[src/rtl/cpu_pkg.sv]
// Shared CPU constants and the fetch-stage mode decode.
package cpu_pkg;

  localparam int unsigned WIDTH     = 32;
  localparam logic [31:0] RESET_PC  = 32'h0000_0000;
  localparam logic [31:0] NOP_INSTR = 32'h0000_0000;

  typedef enum logic [1:0] {
    MODE_ADVANCE  = 2'd0,
    MODE_STALL    = 2'd1,
    MODE_FLUSH    = 2'd2,
    MODE_REDIRECT = 2'd3
  } fetch_mode_e;

  // Fixed priority: redirect beats flush beats stall beats advance.
  function automatic fetch_mode_e decode_mode(input logic branch, input logic flush,
                                              input logic stall);
    if (branch)     return MODE_REDIRECT;
    else if (flush) return MODE_FLUSH;
    else if (stall) return MODE_STALL;
    else            return MODE_ADVANCE;
  endfunction

endpackage

[src/rtl/pipe_reg.sv]
// Generic pipeline register: sync active-low reset, clear-to-constant, load enable.
module pipe_reg #(
  parameter int unsigned    W       = 32,
  parameter logic [W-1:0]   RST_VAL = '0,
  parameter logic [W-1:0]   CLR_VAL = '0
) (
  input  logic         clk_i,
  input  logic         rst_i,
  input  logic         en_i,
  input  logic         clr_i,
  input  logic [W-1:0] d_i,
  output logic [W-1:0] q_o
);

  logic [W-1:0] r_q;

  // Reset wins, then clear, then load; otherwise hold.
  always_ff @(posedge clk_i) begin
    if (!rst_i)     r_q <= RST_VAL;
    else if (clr_i) r_q <= CLR_VAL;
    else if (en_i)  r_q <= d_i;
  end

  assign q_o = r_q;

endmodule

[src/rtl/if_pc_stage.sv]
// Fetch stage: program counter, IF/ID register and saturating stall counter.
module if_pc_stage
  import cpu_pkg::*;
#(
  parameter int unsigned        WIDTH     = cpu_pkg::WIDTH,
  parameter logic [WIDTH-1:0]   RESET_PC  = cpu_pkg::RESET_PC,
  parameter logic [WIDTH-1:0]   NOP_INSTR = cpu_pkg::NOP_INSTR,
  parameter int unsigned        CNT_W     = 16
) (
  input  logic             clk_i,
  input  logic             rst_i,
  input  logic             stall_i,
  input  logic             flush_i,
  input  logic             branch_taken_i,
  input  logic [WIDTH-1:0] branch_target_i,
  input  logic [WIDTH-1:0] pc_plus4_i,
  input  logic [WIDTH-1:0] instr_i,
  output logic [WIDTH-1:0] pc_o,
  output logic [WIDTH-1:0] ifid_pc_plus4_o,
  output logic [WIDTH-1:0] ifid_instr_o,
  output logic             ifid_valid_o,
  output logic [CNT_W-1:0] stall_cnt_o
);

  fetch_mode_e      w_mode;
  logic             w_pc_en;
  logic [WIDTH-1:0] w_pc_next;
  logic             w_ifid_en;
  logic             w_ifid_clr;
  logic [CNT_W-1:0] r_stall_cnt;

  // Mode decode and register controls. A flush still lets the PC move
  // unless a stall is also present; a redirect ignores both.
  always_comb begin
    w_mode     = decode_mode(branch_taken_i, flush_i, stall_i);
    w_pc_en    = 1'b0;
    w_pc_next  = pc_plus4_i;
    w_ifid_en  = 1'b0;
    w_ifid_clr = 1'b0;
    unique case (w_mode)
      MODE_REDIRECT: begin
        w_pc_en    = 1'b1;
        w_pc_next  = branch_target_i;
        w_ifid_clr = 1'b1;
      end
      MODE_FLUSH: begin
        w_pc_en    = !stall_i;
        w_ifid_clr = 1'b1;
      end
      MODE_STALL: ;
      MODE_ADVANCE: begin
        w_pc_en   = 1'b1;
        w_ifid_en = 1'b1;
      end
      default: ;
    endcase
  end

  pipe_reg #(.W(WIDTH), .RST_VAL(RESET_PC), .CLR_VAL(RESET_PC)) u_pc (
    .clk_i (clk_i), .rst_i (rst_i), .en_i (w_pc_en), .clr_i (1'b0),
    .d_i   (w_pc_next), .q_o (pc_o)
  );

  pipe_reg #(.W(WIDTH), .RST_VAL('0), .CLR_VAL('0)) u_ifid_pc4 (
    .clk_i (clk_i), .rst_i (rst_i), .en_i (w_ifid_en), .clr_i (w_ifid_clr),
    .d_i   (pc_plus4_i), .q_o (ifid_pc_plus4_o)
  );

  pipe_reg #(.W(WIDTH), .RST_VAL(NOP_INSTR), .CLR_VAL(NOP_INSTR)) u_ifid_instr (
    .clk_i (clk_i), .rst_i (rst_i), .en_i (w_ifid_en), .clr_i (w_ifid_clr),
    .d_i   (instr_i), .q_o (ifid_instr_o)
  );

  pipe_reg #(.W(1), .RST_VAL(1'b0), .CLR_VAL(1'b0)) u_ifid_valid (
    .clk_i (clk_i), .rst_i (rst_i), .en_i (w_ifid_en), .clr_i (w_ifid_clr),
    .d_i   (1'b1), .q_o (ifid_valid_o)
  );

  // Count stalled cycles not overridden by a redirect; saturate at all-ones.
  always_ff @(posedge clk_i) begin
    if (!rst_i)
      r_stall_cnt <= '0;
    else if (stall_i && !branch_taken_i && (r_stall_cnt != '1))
      r_stall_cnt <= r_stall_cnt + 1'b1;
  end

  assign stall_cnt_o = r_stall_cnt;

endmodule

[config.mk]
export PLATFORM = sky130hd
export DESIGN_NAME = if_pc_stage
export DESIGN_NICKNAME = d
export VERILOG_FILES = /design/src/rtl/cpu_pkg.sv /design/src/rtl/pipe_reg.sv /design/src/rtl/if_pc_stage.sv
export SDC_FILE = /design/constraint.sdc
export NUM_CORES = 1
export LEC_CHECK = 0
export BUFFER_PORTS_ARGS = -buffer_cell sky130_fd_sc_hd__buf_2
export CORE_MARGIN = 5
export CORE_UTILIZATION = 50
export CTS_BUF_LIST = sky130_fd_sc_hd__clkbuf_8
export CTS_CLUSTER_SIZE = 16
export DETAILED_ROUTE_END_ITERATION = 12
export PLACE_DENSITY = 0.9
export SLEW_MARGIN = 0
export SYNTH_ARGS = -nofsm -noshare
export SYNTH_HDL_FRONTEND = slang
export SYNTH_SLANG_ARGS = --single-unit
[constraint.sdc]
create_clock -name clk_i -period 4.8 [get_ports clk_i]
set_clock_uncertainty 0.1 [all_clocks]
set_input_delay 0.96 -clock clk_i [delete_from_list [all_inputs] [get_ports clk_i]]
set_output_delay 0.96 -clock clk_i [all_outputs]
set_load 0.05 [all_outputs]
==> summary.md <==
| Metric | Value |
|---|---|
| Run status | `complete, no violations` |
| Num ports | `approximately 210` |
| CP dominant cell by count | `inv_1` |
| Max Cap Viol | `0` |
| Top cells by area, synth | `dfxtp_1 49%, mux2i_1 21%, nor2_1 8.3%` |
| Share of cells above drive strength 1 | `40.5%` |
| Via count | `between 4000 and 5000` |
| Crit-path slowest cell | `or3_2` |
| Drt drc | `0` |
| HP Class | `register to register` |
| H-tree depth | `4` |
| Fin nets | `~770` |
| Site row count | `35` |
| Cell Area, Synth | `4600 um^2` |
| Vias in the first global route | `~4100` |
| Fin crit share | `59.0%` |
| TNS Setup | `0 ns` |
| Dpl ws | `1.56 ns` |
| CP max FO | `65` |
| CTS tree | `done` |
| Gr usage total | `21.1%` |
| Yosys top cell area share | `49.2%` |
| Core box area | `around 9100 um^2` |
| Post-DRT Antenna Nets | `0` |
| Routability Congestion | `0.812` |
| First-pass GRT wire length | `between 15000 and 20000 um` |
| Area Growth Syn to Fin | `31.8%` |
| Die ar. | `11200 um^2` |
| Vias per cell | `5.22` |
| WS Path Type | `input pin to register` |
| Drt first-iter violations | `around 150` |
| Clock Latency Late Sink | `~0.40 ns` |
| PwrDens | `between 300 and 400 nW/um^2` |
| Cell Count Post-Placement | `between 700 and 800` |
| Comb pwr share | `17.7%` |
| Footprint of the multi-input gates | `about 2200 um^2` |
| Reg power frac | `45.3%` |
| RSZ-0062 raised after global routing | `false` |
| WP data arrival | `3.05 ns` |
| Rel. slew slack | `between 20 and 25%` |
| Synthesized Nets | `561` |
| CP top delay family | `simple AND/OR/NAND/NOR gates` |
| Sequential area share after synthesis | `between 40% and 50%` |
| Die Width | `between 100 and 150 um` |
| DR pass1 iterations | `6` |
| Fin crit period | `2.83 ns` |
| Max rail drop VDD | `~0.21 mV` |
| CTS hold repair buffers | `0` |
| Setup-failing EPs final | `0` |
| Actual slew at the worst max-slew pin | `1.17 ns` |
| Detailed-route wire length | `12200 um` |
| Post-CTS setup buffers | `0` |
| Post-cts sizing count | `0` |
| Worst Setup SP | `flush_i` |
| CP Launch Type | `input pin` |
| Sw power | `0.000695 W` |
| Worst path buffer plus inverter count | `3` |
| Switching Share | `31.5%` |
| Count of unique library cells instantiated by Yosys | `42` |
| Clock power share | `37.0%` |
| Drt wl/cell | `about 16 um` |
| N_diodes | `0` |
| Max Root-Sink Buffers | `2` |
| Clock slew at reported path FFs | `0.07 ns` |
| Final Hold Viols | `0` |
| Gr ovfl total | `0` |
| CTS sink count | `113` |
| Final HPWL from detailed placement | `around 9000 um` |
| Starting Density | `50.5%` |
| Hold_sp | `u_ifid_pc4.q_o[3]` |
| Largest net degree at the start of global routing | `between 60 and 70` |
| Fillers | `743` |
| Average size of a mapped cell | `10.1 um^2` |
| Register area | `2260 um^2` |
| Final hold slack | `about 0.39 ns` |
| Worst path max stage delay | `0.91 ns` |
| Seq cells post-synth | `113` |
| Die Span Y | `between 100 and 150 um` |
| Crit. End Element | `register` |
| Count of pins over their slew limit | `0` |
| Internal Power | `0.00151 W` |
| Max Freq | `0.353 GHz` |
| Root buffer cell | `clkbuf_8` |
| Port Buffers | `213` |
| Mapped Cells | `455` |
| Synth area leader | `dfxtp_1` |
| Layout Cells excl Fill | `783` |
| Cells along the critical path | `buf_2 -> inv_1 -> a21oi_1 -> inv_1 -> ha_2 -> or3_2 -> nor2_1` |
| Fin worst setup slack | `1.97 ns` |
| Synth Warn # | `0` |
| CTS buffer count | `17` |
| Leak | `about 2.8 nW` |
| Worst reg2reg startpoint | `stall_cnt_o[0]` |
| WP data required | `5.02 ns` |
| Antenna violations before repair | `0` |
## metal layers
metal / wire length (um) / up-vias / part of all wire, % / track usage (%)
met5: 0 / - / 0 / 0
met4: 153 / 0 / 1.3 / 7.31
met3: 1010 / 17 / 8.3 / 7.77
met2: 6010 / 164 / 49 / 36.3
met1: 4990 / 1888 / 41 / 24.3
li1: - / 2015 / - / -
## flip-flops by register name, indices dropped and copies added, names as in the netlist
signal and cells:
stall_cnt_o 16, u_ifid_valid.q_o 1, u_ifid_pc4.q_o 32, u_ifid_instr.q_o 32
u_pc.q_o 32
## worst reg2reg max path, stage by stage, from the launching register on
cell	delay, ns
dfxtp_1	0.38
ha_1	0.25
nand4_2	0.16
o41ai_4	1.02
or3_2	0.26
a21oi_1	0.07
## through the flow
step | area (um^2) | total power (W) | util, %
final | 6060 | 0.00220 | 66.6
after detailed placement | 5690 | 0.00141 | 62.5
after floorplan | 4600 | 0.00130 | -
after global routing | 6060 | 0.00230 | 66.6
after global placement | 5690 | 0.00140 | 62.5
after CTS | 6060 | 0.00223 | 66.6
## final timing paths
| kind | slack (ns) | endpoint | cells after the start |
|---|---|---|---|
| max | 1.97 | u_ifid_pc4.q_o[12] | 7 |
| min | 0.39 | u_ifid_pc4.q_o[3] | 2 |
| max reg2reg | 2.41 | stall_cnt_o[11] | 5 |
| min reg2reg | 0.39 | u_ifid_pc4.q_o[3] | 2 |
## cell usage in the layout (no fill, tap or decap), types with 4 or more instances in the layout
master and instances:
a211oi_1 33, a21oi_1 6, a21oi_2 5, buf_2 213, clkbuf_8 17, clkinvlp_4 6, dfxtp_1 113, inv_1 6
mux2i_1 97, nand2_1 8, nand4_1 4, nor2_1 102, o21ai_1 5, o31ai_1 4, or3_2 7, or4_1 4
## Yosys cell counts
master / n
dfxtp_1: 113
nand3_2: 1
and3_2: 1
o2111ai_1: 1
mux2i_1: 97
a211oi_1: 33
nor4b_1: 1
or2_2: 1
clkbuf_1: 17
nor2b_4: 1
a21oi_1: 6
o21ai_1: 5
a21oi_2: 6
or4_2: 1
dlygate4sd1_1: 1
or3_2: 6
nor3_1: 1
nand3_1: 1
o21ai_2: 1
clkbuf_8: 1
ha_1: 5
inv_1: 6
and4b_1: 1
nor2_1: 102
and3_1: 3
xor2_1: 2
o41ai_4: 1
a31oi_1: 1
buf_6: 1
or4_1: 4
o211ai_1: 1
buf_12: 1
nand2_1: 8
o31ai_1: 4
nand2b_1: 1
and4_1: 1
and2_1: 1
nand4_1: 4
buf_2: 3
buf_1: 7
or3_1: 1
nand4_2: 2
## power groups by stage
stage,Sequential (W),Clock (W),Combinational (W)
finish,0.000997,0.000816,0.000391
global route,0.00100,0.000879,0.000417
CTS,0.000997,0.000842,0.000393
detailed placement,0.00102,0,0.000392
global placement,0.00102,0,0.000383
floorplan,0.00116,0,0.000140
## layout make-up
cell class | count | area share [%]
sequential | 113 | 37.3
multi-input combinational | 305 | 35.9
timing repair buffer | 216 | 18.0
clock buffer | 17 | 3.86
tap | 111 | 2.29
clock inverter | 15 | 2.27
inverter | 6 | 0.372
## cells by family after synthesis
kind of cell               synth area share, %
adders and majority gates                 1.36
AOI/OAI and AO/OA                         9.66
muxes                                     21.1
xor gates and xnor gates                 0.381
buffers and inverters                     3.95
and+or+nand+nor                           14.3
DFF                                       49.2
Power figures use the tool's default switching activity.
